File: config.mk
export PLATFORM = sky130hd
export DESIGN_NAME = mu_sweep_seq
export DESIGN_NICKNAME = d
export VERILOG_FILES = /design/src/rtl/mu_sweep_seq.sv
export SDC_FILE = /design/constraint.sdc
export NUM_CORES = 1
export LEC_CHECK = 0
export CORE_MARGIN = 2
export CORE_UTILIZATION = 39
export CTS_BUF_LIST = sky130_fd_sc_hd__clkbuf_16
export CTS_CLUSTER_SIZE = 25
export DETAILED_ROUTE_END_ITERATION = 10
export SETUP_SLACK_MARGIN = 0.5
export SLEW_MARGIN = 30
export SYNTH_ARGS = -nofsm -noshare
export SYNTH_HDL_FRONTEND = slang
export SYNTH_SLANG_ARGS = --single-unit
File: constraint.sdc
create_clock -name wb_clk_i -period 6.8 [get_ports wb_clk_i]
set_clock_uncertainty 0.05 [all_clocks]
set_input_delay 0.68 -clock wb_clk_i [delete_from_list [all_inputs] [get_ports wb_clk_i]]
set_output_delay 0.68 -clock wb_clk_i [all_outputs]
set_load 0.02 [all_outputs]
File: src/rtl/mu_sweep_seq.sv
// Delay-code sweep sequencer for the measure unit.
// Programmed over a Wishbone slave port; runs each sweep point as Wishbone master transfers.
module mu_sweep_seq #(
    parameter logic [31:0] MU_BASE    = 32'h0500_0000,
    parameter logic [7:0]  OFS_DELAY  = 8'h00,
    parameter logic [7:0]  OFS_CTRL   = 8'h04,
    parameter logic [7:0]  OFS_STAT   = 8'h08,
    parameter logic [7:0]  OFS_RES    = 8'h0C,
    parameter int          DONE_BIT   = 0,
    parameter int          POLL_LIMIT = 1024
) (
    input  logic        wb_clk_i,
    input  logic        wb_rst_i,
    input  logic        wbs_cyc_i,
    input  logic        wbs_stb_i,
    input  logic        wbs_we_i,
    input  logic [3:0]  wbs_adr_i,
    input  logic [31:0] wbs_dat_i,
    input  logic [3:0]  wbs_sel_i,
    output logic [31:0] wbs_dat_o,
    output logic        wbs_ack_o,
    output logic        wbs_stall_o,
    output logic        wbm_cyc_o,
    output logic        wbm_stb_o,
    output logic        wbm_we_o,
    output logic [31:0] wbm_adr_o,
    output logic [31:0] wbm_dat_o,
    output logic [3:0]  wbm_sel_o,
    input  logic [31:0] wbm_dat_i,
    input  logic        wbm_ack_i,
    input  logic        wbm_err_i,
    input  logic        wbm_stall_i,
    output logic        irq_o
);

    localparam logic [2:0] IDLE     = 3'd0;
    localparam logic [2:0] WR_CODE  = 3'd1;
    localparam logic [2:0] WR_START = 3'd2;
    localparam logic [2:0] POLL     = 3'd3;
    localparam logic [2:0] RD_RES   = 3'd4;
    localparam logic [2:0] WR_DST   = 3'd5;
    localparam logic [2:0] NEXT     = 3'd6;
    localparam logic [2:0] FINISH   = 3'd7;

    localparam int PW = $clog2(POLL_LIMIT + 1);

    logic [2:0]    state;
    logic [9:0]    cfg_code, cfg_step;
    logic [15:0]   cfg_count;
    logic [31:0]   cfg_dst;
    logic [9:0]    code_run, step_run;
    logic [15:0]   remaining;
    logic [31:0]   dst_ptr, result;
    logic [PW-1:0] poll_cnt;
    logic          done, timeout, buserr, aborted;
    logic          busy, s_req, s_wr, start_req, abort_req;
    logic          unused_ok;

    assign busy      = (state != IDLE) && (state != FINISH);
    assign s_req     = wbs_cyc_i & wbs_stb_i & ~wbs_ack_o;
    assign s_wr      = s_req & wbs_we_i;
    assign start_req = s_wr && wbs_adr_i[3:2] == 2'd0 && wbs_dat_i[0] && !busy;
    assign abort_req = s_wr && wbs_adr_i[3:2] == 2'd0 && wbs_dat_i[1] && busy;

    assign wbs_stall_o = 1'b0;
    assign wbm_sel_o   = 4'hF;
    assign irq_o       = (state == FINISH);
    assign unused_ok   = ^{wbs_sel_i, wbs_adr_i[1:0]};

    always_ff @(posedge wb_clk_i or posedge wb_rst_i) begin
        if (wb_rst_i) begin
            wbs_ack_o <= 1'b0;
            wbs_dat_o <= '0;
            cfg_code  <= '0;
            cfg_step  <= '0;
            cfg_count <= '0;
            cfg_dst   <= '0;
        end else begin
            wbs_ack_o <= s_req;
            if (s_req && !wbs_we_i) begin
                case (wbs_adr_i[3:2])
                    2'd0:    wbs_dat_o <= {28'b0, buserr, timeout, done, busy};
                    2'd1:    wbs_dat_o <= {6'b0, cfg_step, 6'b0, cfg_code};
                    2'd2:    wbs_dat_o <= {16'b0, cfg_count};
                    default: wbs_dat_o <= cfg_dst;
                endcase
            end
            if (s_wr && !busy) begin
                case (wbs_adr_i[3:2])
                    2'd1: begin
                        cfg_code <= wbs_dat_i[9:0];
                        cfg_step <= wbs_dat_i[25:16];
                    end
                    2'd2:    cfg_count <= wbs_dat_i[15:0];
                    2'd3:    cfg_dst   <= {wbs_dat_i[31:2], 2'b00};
                    default: ;
                endcase
            end
        end
    end

    always_comb begin
        wbm_adr_o = '0;
        wbm_dat_o = '0;
        wbm_we_o  = 1'b0;
        case (state)
            WR_CODE: begin
                wbm_adr_o = MU_BASE + {24'b0, OFS_DELAY};
                wbm_dat_o = {22'b0, code_run};
                wbm_we_o  = 1'b1;
            end
            WR_START: begin
                wbm_adr_o = MU_BASE + {24'b0, OFS_CTRL};
                wbm_dat_o = 32'h1;
                wbm_we_o  = 1'b1;
            end
            POLL:    wbm_adr_o = MU_BASE + {24'b0, OFS_STAT};
            RD_RES:  wbm_adr_o = MU_BASE + {24'b0, OFS_RES};
            WR_DST: begin
                wbm_adr_o = dst_ptr;
                wbm_dat_o = result;
                wbm_we_o  = 1'b1;
            end
            default: ;
        endcase
    end

    always_ff @(posedge wb_clk_i or posedge wb_rst_i) begin
        if (wb_rst_i) begin
            state     <= IDLE;
            wbm_cyc_o <= 1'b0;
            wbm_stb_o <= 1'b0;
            code_run  <= '0;
            step_run  <= '0;
            remaining <= '0;
            dst_ptr   <= '0;
            result    <= '0;
            poll_cnt  <= '0;
            done      <= 1'b0;
            timeout   <= 1'b0;
            buserr    <= 1'b0;
            aborted   <= 1'b0;
        end else if (start_req) begin
            done      <= 1'b0;
            timeout   <= 1'b0;
            buserr    <= 1'b0;
            aborted   <= 1'b0;
            code_run  <= cfg_code;
            step_run  <= cfg_step;
            remaining <= cfg_count;
            dst_ptr   <= cfg_dst;
            state     <= (cfg_count == 16'd0) ? FINISH : WR_CODE;
        end else begin
            if (abort_req)
                aborted <= 1'b1;
            case (state)
                IDLE: ;
                FINISH: begin
                    done  <= !(aborted || timeout || buserr);
                    state <= IDLE;
                end
                NEXT:
                    state <= (aborted || remaining == 16'd0) ? FINISH : WR_CODE;
                default: begin
                    // Abort between transfers: nothing outstanding, stop now
                    if (!wbm_cyc_o) begin
                        if (aborted || abort_req) begin
                            state <= FINISH;
                        end else begin
                            wbm_cyc_o <= 1'b1;
                            wbm_stb_o <= 1'b1;
                        end
                    end else begin
                        if (wbm_stb_o && !wbm_stall_i)
                            wbm_stb_o <= 1'b0;
                        if (wbm_err_i) begin
                            wbm_cyc_o <= 1'b0;
                            wbm_stb_o <= 1'b0;
                            buserr    <= 1'b1;
                            state     <= FINISH;
                        end else if (wbm_ack_i) begin
                            wbm_cyc_o <= 1'b0;
                            wbm_stb_o <= 1'b0;
                            if (aborted || abort_req) begin
                                state <= FINISH;
                            end else begin
                                case (state)
                                    WR_CODE: state <= WR_START;
                                    WR_START: begin
                                        poll_cnt <= '0;
                                        state    <= POLL;
                                    end
                                    POLL: begin
                                        if (wbm_dat_i[DONE_BIT]) begin
                                            state <= RD_RES;
                                        end else if (poll_cnt == PW'(POLL_LIMIT - 1)) begin
                                            timeout <= 1'b1;
                                            state   <= FINISH;
                                        end else begin
                                            poll_cnt <= poll_cnt + 1'b1;
                                        end
                                    end
                                    RD_RES: begin
                                        result <= wbm_dat_i;
                                        state  <= WR_DST;
                                    end
                                    default: begin
                                        dst_ptr   <= dst_ptr + 32'd4;
                                        code_run  <= code_run + step_run;
                                        remaining <= remaining - 16'd1;
                                        state     <= NEXT;
                                    end
                                endcase
                            end
                        end
                    end
                end
            endcase
        end
    end

endmodule

==> results of run 1 <==
[worst max-delay path, cell delays in order, from the launching register on]
cell	delay [ns]
sky130_fd_sc_hd__dfrtp_1	0.71
sky130_fd_sc_hd__nand2b_1	0.55
sky130_fd_sc_hd__nor2_2	0.62
sky130_fd_sc_hd__buf_4	0.38
sky130_fd_sc_hd__and2_1	0.17
sky130_fd_sc_hd__clkdlybuf4s50_1	0.62
[cells in the mapped netlist (6+ instances only)]
master / number
sky130_fd_sc_hd__dfrtp_1: 217
sky130_fd_sc_hd__ha_1: 14
sky130_fd_sc_hd__a21oi_1: 27
sky130_fd_sc_hd__mux2_1: 33
sky130_fd_sc_hd__nor4_1: 7
sky130_fd_sc_hd__inv_1: 14
sky130_fd_sc_hd__a221oi_1: 6
sky130_fd_sc_hd__nand2b_1: 6
sky130_fd_sc_hd__buf_1: 7
sky130_fd_sc_hd__buf_2: 8
sky130_fd_sc_hd__clkbuf_1: 43
sky130_fd_sc_hd__o21ai_1: 47
sky130_fd_sc_hd__nor2b_1: 10
sky130_fd_sc_hd__nand2_1: 162
sky130_fd_sc_hd__xnor2_1: 23
sky130_fd_sc_hd__nor2_1: 68
sky130_fd_sc_hd__nand3_1: 44
sky130_fd_sc_hd__nor3_1: 19
sky130_fd_sc_hd__nand4_1: 13
sky130_fd_sc_hd__and2_1: 49
sky130_fd_sc_hd__a31oi_1: 14
sky130_fd_sc_hd__mux2i_1: 14
sky130_fd_sc_hd__mux2_2: 89
sky130_fd_sc_hd__buf_4: 8
sky130_fd_sc_hd__xor2_1: 27
sky130_fd_sc_hd__o21ai_0: 21
sky130_fd_sc_hd__and3_1: 8
[cells by family after synthesis]
kind of cell / after synthesis / share of synthesized area [%]
multiplexers: 138 / 14.2
adder cells (fa/ha/maj): 15 / 1.78
AND/OR/NAND/NOR: 416 / 18.4
flip-flops: 217 / 49.5
AO/OA/AOI/OAI: 156 / 8.83
XOR/XNOR: 50 / 3.99
buffers and inverters: 82 / 3.24
other: 2 / 0.0684
[flip-flops by register name, indices dropped and copies added, names as in the netlist, 3 cells and up]
| register | count |
|---|---|
| remaining | 16 |
| step_run | 10 |
| result | 32 |
| cfg_dst | 30 |
| cfg_code | 10 |
| wbs_dat_o | 32 |
| poll_cnt | 11 |
| cfg_step | 10 |
| cfg_count | 16 |
| code_run | 10 |
| dst_ptr | 30 |
| state | 3 |
[area by class of cell]
cell class / instances / share of cell area, %
Multi-Input combinational cell: 782 / 38.2
Inverter: 15 / 0.437
Sequential cell: 217 / 39.5
Clock inverter: 16 / 0.455
Timing Repair Buffer: 189 / 13.5
Clock buffer: 25 / 4.55
Tap cell: 378 / 3.44
[report_power, final]
part           internal [µW]  total [µW]  switching [µW]
clock network            655        1170             510
logic                    758        1530             777
registers               1720        2120             402
[metrics by stage]
stage	setup WS (ns)	hold slack, ns	total power (µW)	instance area [µm²]	std cells
after detailed placement	2.74	0.405	3680	13100	1581
final	2.48	0.334	4820	13800	1622
after global placement	2.81	0.405	3640	13100	1581
after CTS	2.43	0.317	4870	13700	1622
after floorplan	3.24	0.400	3060	11000	1081
after global routing	2.25	0.332	5140	13800	1622
[routing by layer]
layer / wire [µm] / vias to the layer above / GRT usage, %
met2: 13200 / 186 / 31.4
li1: - / 4047 / -
met5: 0 / - / 0
met1: 14700 / 4124 / 30.3
met4: 638 / 0 / 5.30
met3: 1290 / 39 / 2.81
[path summary, 6_finish.rpt]
check	startpoint	end	slack (ns)	depth (start not counted)
worst min-delay path	wb_rst_i	wbs_dat_o[15]	0.33	2
worst max register to register	state[0]	dst_ptr[7]	3.52	6
min in group wb_clk_i	wbs_dat_o[17]	wbs_dat_o[17]	0.42	2
worst max-delay path	state[0]	wbm_dat_o[22]	2.48	5
worst min register to register	wbs_dat_o[17]	wbs_dat_o[17]	0.42	2
max in group asynchronous	wb_rst_i	result[27]	4.87	4
==> impl_metrics.xml, run 1 <==
<?xml version="1.0" encoding="UTF-8"?>
<metrics>
  <group name="cells_and_area">
    <metric name="syn_to_final_growth" unit="%">25.3</metric>
    <metric name="multi_input_comb_area" unit="µm²">5250</metric>
    <metric name="final_core_util" unit="%">49.5</metric>
    <metric name="fin_nets" unit="">1325</metric>
    <metric name="layout.area.seq" unit="µm²">5430</metric>
    <metric name="layout_common_cells" unit="">sky130_fd_sc_hd__dfrtp_1, sky130_fd_sc_hd__clkdlybuf4s50_1, sky130_fd_sc_hd__nand2_1</metric>
    <metric name="antenna_cells_inserted" unit="">0</metric>
    <metric name="layout-drive-gt1-share" unit="%">12.5</metric>
    <metric name="layout.filler_cells" unit="">2609</metric>
    <metric name="mostFrequentLayoutCell" unit="">sky130_fd_sc_hd__dfrtp_1</metric>
  </group>
  <group name="grt">
    <metric name="global_route.usage.total" unit="%">20.4</metric>
    <metric name="grt_pass1_vias" unit="">8453</metric>
    <metric name="initial_antenna_violation_count" unit="">0</metric>
    <metric name="remaining_global_route_overflow" unit="">0</metric>
    <metric name="grt_pass1_wl" unit="mm">47.4</metric>
    <metric name="grt_max_degree" unit="">72</metric>
  </group>
  <group name="clocking">
    <metric name="number_of_buffers_inserted_during_clock_tree_synthesis" unit="">25</metric>
    <metric name="post-cts-setup-buffers" unit="">0</metric>
    <metric name="postCtsHoldBufs" unit="">0</metric>
    <metric name="tritoncts" unit="">built</metric>
    <metric name="clkSinkCount" unit="">217</metric>
    <metric name="clkTransAtPathRegs" unit="ns">0.06</metric>
    <metric name="cts.path.max_buffers" unit="">3</metric>
    <metric name="htree_num_levels" unit="">1</metric>
    <metric name="cts-resized-gates" unit="">0</metric>
    <metric name="cts.root.buffer_cell" unit="">sky130_fd_sc_hd__clkbuf_16</metric>
    <metric name="clock_latency_late_sink" unit="ns">0.52</metric>
  </group>
  <group name="setup_path">
    <metric name="crit_path_max_fanout" unit="">33</metric>
    <metric name="timing.setup.critical_path_class" unit="">reg -&gt; out</metric>
    <metric name="worst-endpoint-arrival" unit="ns">3.59</metric>
    <metric name="startpoint_type" unit="">flip-flop</metric>
    <metric name="worst_ep_required_time" unit="ns">6.07</metric>
    <metric name="cp-end-kind" unit="">output port</metric>
  </group>
  <group name="run_status">
    <metric name="result_of_the_run" unit="">finished, final reports clean</metric>
  </group>
  <group name="detailed_routing">
    <metric name="routed-via-count" unit="">8396</metric>
    <metric name="iteration_0_drc_count_of_the_detailed_router" unit="">550</metric>
    <metric name="detail_route.wirelength" unit="mm">29.8</metric>
    <metric name="total_drc_errors_in_the_routed_layout" unit="">0</metric>
    <metric name="viasPerCell" unit="">5.18</metric>
    <metric name="wl_per_cell" unit="µm">18.4</metric>
    <metric name="drtPass1Iterations" unit="">4</metric>
    <metric name="final_antenna_net_count" unit="">0</metric>
  </group>
  <group name="floorplan">
    <metric name="initial_core_util" unit="%">39.5</metric>
    <metric name="core_area" unit="µm²">27800</metric>
    <metric name="num_rows" unit="">61</metric>
    <metric name="boundaryPins" unit="">186</metric>
    <metric name="die_width" unit="µm">172</metric>
    <metric name="design.die.area" unit="µm²">29500</metric>
    <metric name="die_h" unit="µm">172</metric>
  </group>
  <group name="power_and_ir_drop">
    <metric name="vdd_ir_drop_max" unit="mV">0.174</metric>
    <metric name="cellLeakagePower" unit="µW">0.00611</metric>
    <metric name="power_density" unit="nW/µm²">351</metric>
  </group>
  <group name="logic_synthesis">
    <metric name="synth_seq_cells" unit="">217</metric>
    <metric name="syn_area" unit="µm²">11000</metric>
    <metric name="synth_cell_type_count" unit="">67</metric>
    <metric name="synth_enable_flop_cells" unit="">0</metric>
    <metric name="yosys_most_used_dff" unit="">sky130_fd_sc_hd__dfrtp_1</metric>
    <metric name="synth_sequential_area_ratio" unit="%">49.5</metric>
    <metric name="syn_inst" unit="">1076</metric>
    <metric name="postSynth.asyncResetShare" unit="%">100</metric>
    <metric name="yosys.area.top_type" unit="">sky130_fd_sc_hd__dfrtp_1</metric>
    <metric name="yosysWarningCount" unit="">0</metric>
    <metric name="post_synth.cell_area_avg" unit="µm²">10.2</metric>
    <metric name="yosys.area.top_type_share" unit="%">49.5</metric>
    <metric name="synth.area.top_cells" unit="">sky130_fd_sc_hd__dfrtp_1, sky130_fd_sc_hd__mux2_2, sky130_fd_sc_hd__nand2_1, sky130_fd_sc_hd__mux2_1, sky130_fd_sc_hd__and2_1</metric>
  </group>
  <group name="placed_design">
    <metric name="hpwlAfterDp" unit="mm">20.9</metric>
    <metric name="portBuffers" unit="">172</metric>
    <metric name="finalWeightedCongestion" unit="">0.872</metric>
  </group>
  <group name="hold_path">
    <metric name="hold_path_class" unit="">in -&gt; async</metric>
  </group>
  <group name="sta">
    <metric name="finalMaxSlewViolations" unit="">0</metric>
    <metric name="final-setup-viol-count" unit="">0</metric>
    <metric name="relSlewSlack" unit="%">42.0</metric>
    <metric name="hold_viol_final" unit="">0</metric>
    <metric name="post-route-min-period" unit="ns">4.32</metric>
    <metric name="max_freq" unit="MHz">232</metric>
    <metric name="worst_pin_slew" unit="ns">0.866</metric>
    <metric name="setup_tns_after_final_layout" unit="ns">0</metric>
    <metric name="fraction_of_the_cycle_the_final_worst_path_needs" unit="%">63.5</metric>
    <metric name="grt_setup_unrepaired" unit="">no</metric>
  </group>
  <group name="flow_run">
    <metric name="max-cap-violations" unit="">0</metric>
  </group>
</metrics>
Note: power is estimated with default switching activity, not from simulation.
==> run 2, diff against run 1 <==
==> constraint.sdc (replaced) <==
create_clock -name wb_clk_i -period 4.45 [get_ports wb_clk_i]
set_clock_uncertainty 0.05 [all_clocks]
set_input_delay 0.445 -clock wb_clk_i [delete_from_list [all_inputs] [get_ports wb_clk_i]]
set_output_delay 0.445 -clock wb_clk_i [all_outputs]
set_load 0.02 [all_outputs]
==> run 2 against run 1 <==
- wire length rose by 0.35%
- worst hold slack worse by 0.22 ns
- combinational power increased by 50%
- largest power group unchanged
==> impl_metrics.xml, run 2 (synthesis gave the netlist of run 1 again) <==
<?xml version="1.0" encoding="UTF-8"?>
<metrics>
  <group name="run_status">
    <metric name="result_of_the_run" unit="">finished, final reports clean</metric>
  </group>
  <group name="clocking">
    <metric name="clkSinkCount" unit="">217</metric>
    <metric name="htree_num_levels" unit="">1</metric>
    <metric name="tritoncts" unit="">built</metric>
    <metric name="post-cts-setup-buffers" unit="">0</metric>
    <metric name="cts-resized-gates" unit="">0</metric>
    <metric name="clock_latency_late_sink" unit="ns">0.53</metric>
    <metric name="postCtsHoldBufs" unit="">0</metric>
    <metric name="cts.root.buffer_cell" unit="">sky130_fd_sc_hd__clkbuf_16</metric>
    <metric name="number_of_buffers_inserted_during_clock_tree_synthesis" unit="">26</metric>
    <metric name="cts.path.max_buffers" unit="">3</metric>
    <metric name="clkTransAtPathRegs" unit="ns">0.06</metric>
  </group>
  <group name="setup_path">
    <metric name="timing.setup.critical_path_class" unit="">reg -&gt; out</metric>
    <metric name="startpoint_type" unit="">flip-flop</metric>
    <metric name="critical-path-slowest-cell" unit="">sky130_fd_sc_hd__dfrtp_2</metric>
    <metric name="cpPeakStageDelay" unit="ns">0.72</metric>
    <metric name="cp-end-kind" unit="">output port</metric>
    <metric name="worst_ep_required_time" unit="ns">3.95</metric>
    <metric name="crit_path_max_fanout" unit="">25</metric>
    <metric name="worst-endpoint-arrival" unit="ns">3.00</metric>
    <metric name="worst_path_cell_chain" unit="">inv_2, ha_1, nor3_1, a21oi_1, o21ai_0, clkdlybuf4s50_1</metric>
  </group>
  <group name="detailed_routing">
    <metric name="iteration_0_drc_count_of_the_detailed_router" unit="">515</metric>
    <metric name="detail_route.wirelength" unit="mm">29.9</metric>
    <metric name="drtPass1Iterations" unit="">5</metric>
    <metric name="viasPerCell" unit="">5.24</metric>
    <metric name="wl_per_cell" unit="µm">18.4</metric>
    <metric name="total_drc_errors_in_the_routed_layout" unit="">0</metric>
    <metric name="routed-via-count" unit="">8534</metric>
    <metric name="final_antenna_net_count" unit="">0</metric>
  </group>
  <group name="cells_and_area">
    <metric name="final_cell_area" unit="µm²">13900</metric>
    <metric name="fin_nets" unit="">1328</metric>
    <metric name="antenna_cells_inserted" unit="">0</metric>
    <metric name="layout_common_cells" unit="">sky130_fd_sc_hd__dfrtp_1, sky130_fd_sc_hd__clkdlybuf4s50_1, sky130_fd_sc_hd__nand2_1</metric>
    <metric name="layout-drive-gt1-share" unit="%">13.6</metric>
    <metric name="syn_to_final_growth" unit="%">26.6</metric>
    <metric name="final_core_util" unit="%">50.0</metric>
    <metric name="layout.filler_cells" unit="">2589</metric>
    <metric name="registers_with_the_highest_flip_flop_counts" unit="">result: 32 flops, wbs_dat_o: 32 flops</metric>
    <metric name="mostFrequentLayoutCell" unit="">sky130_fd_sc_hd__dfrtp_1</metric>
  </group>
  <group name="sta">
    <metric name="relSlewSlack" unit="%">39.3</metric>
    <metric name="holdWs" unit="ns">0.110</metric>
    <metric name="final-setup-viol-count" unit="">0</metric>
    <metric name="post-route-min-period" unit="ns">3.49</metric>
    <metric name="hold_viol_final" unit="">0</metric>
    <metric name="grt_setup_unrepaired" unit="">no</metric>
    <metric name="max_freq" unit="MHz">286</metric>
    <metric name="worst_pin_slew" unit="ns">0.906</metric>
    <metric name="finalMaxSlewViolations" unit="">0</metric>
    <metric name="fraction_of_the_cycle_the_final_worst_path_needs" unit="%">78.5</metric>
    <metric name="setup_tns_after_final_layout" unit="ns">0</metric>
  </group>
  <group name="floorplan">
    <metric name="initial_core_util" unit="%">39.5</metric>
    <metric name="core_area" unit="µm²">27800</metric>
    <metric name="design.die.area" unit="µm²">29500</metric>
    <metric name="boundaryPins" unit="">186</metric>
    <metric name="die_width" unit="µm">172</metric>
    <metric name="num_rows" unit="">61</metric>
    <metric name="die_h" unit="µm">172</metric>
  </group>
  <group name="grt">
    <metric name="grt_pass1_vias" unit="">8562</metric>
    <metric name="grt_max_degree" unit="">101</metric>
    <metric name="initial_antenna_violation_count" unit="">0</metric>
    <metric name="remaining_global_route_overflow" unit="">0</metric>
    <metric name="global_route.usage.total" unit="%">20.5</metric>
    <metric name="grt_pass1_wl" unit="mm">47.7</metric>
  </group>
  <group name="power_and_ir_drop">
    <metric name="seq_power_share" unit="%">43.3</metric>
    <metric name="vdd_ir_drop_max" unit="mV">0.242</metric>
    <metric name="total_power" unit="µW">7590</metric>
    <metric name="internal_power_of_the_cells" unit="µW">4940</metric>
    <metric name="power_density" unit="nW/µm²">546</metric>
    <metric name="total_switching_power" unit="µW">2650</metric>
    <metric name="clkPwrFrac" unit="%">26.4</metric>
    <metric name="share_comb_of_total_power" unit="%">30.4</metric>
    <metric name="switching_share" unit="%">34.9</metric>
    <metric name="cellLeakagePower" unit="µW">0.00615</metric>
  </group>
  <group name="placed_design">
    <metric name="hpwlAfterDp" unit="mm">20.9</metric>
    <metric name="place_area" unit="µm²">13100</metric>
    <metric name="portBuffers" unit="">172</metric>
    <metric name="finalWeightedCongestion" unit="">0.873</metric>
  </group>
  <group name="hold_path">
    <metric name="hold_path_class" unit="">in -&gt; async</metric>
  </group>
  <group name="flow_run">
    <metric name="max-cap-violations" unit="">0</metric>
  </group>
</metrics>
[run 2: changes by cell type in the layout (fill, tap and decap cells not counted), sizes merged]
| cell | delta |
|---|---|
| clkbuf | +2 |
| clkinvlp | +5 |
| bufinv | +1 |
| buf | +2 |
| inv | -5 |
| clkinv | +2 |
[run 2: worst max-delay path, delay by kind of cell (launching register included)]
family / cells / cell delay, ns
buffers and inverters: 2 / 0.90
DFF: 1 / 0.72
adders and majority gates: 1 / 0.40
AOI/OAI and AO/OA: 2 / 0.25
and+or+nand+nor: 1 / 0.21
[run 2: metrics by stage]
stage | setup WS (ns) | instances
after floorplan | 1.13 | 1081
after global placement | 0.903 | 1583
after detailed placement | 0.816 | 1583
after CTS | 0.567 | 1629
after global routing | 0.659 | 1629
final | 0.959 | 1629
[run 2: path summary, 6_finish.rpt]
check                              start             to  slack [ns]  depth (start not counted)
max                             state[2]  wbm_adr_o[26]        0.96                          6
min                             wb_rst_i  wbs_dat_o[13]        0.11                          2
max reg2reg                     state[0]     cfg_dst[2]        1.28                          5
min reg2reg                wbs_dat_o[28]  wbs_dat_o[28]        0.42                          2
max in group asynchronous       wb_rst_i       state[2]        3.18                          3
min in group wb_clk_i      wbs_dat_o[28]  wbs_dat_o[28]        0.42                          2
[run 2: area by class of cell]
class,instances,area (µm²),area share (%)
flip-flops and latches,217,5430,39.1
multi-input cells,782,5240,37.7
repair buffers,191,1890,13.6
clock buffers,27,676,4.86
well taps,378,473,3.40
clock inverters,19,128,0.918
inverters,15,60.1,0.432
[run 2: power groups by stage]
stage	clock, µW	sequential [µW]	combinational, µW
after floorplan	0	3100	1580
after CTS	2050	3290	2330
after detailed placement	0	3310	2310
after global placement	0	3290	2270
after global routing	2140	3390	2540
final	2000	3280	2300
[run 2: metal layers]
metal | global-route usage (%) | vias to the layer above | part of all wire, %
met4 | 4.82 | 0 | 1.9
met5 | 0 | - | 0
met1 | 30.0 | 4225 | 49
met2 | 32.4 | 199 | 45
li1 | - | 4073 | -
met3 | 2.55 | 37 | 4.4
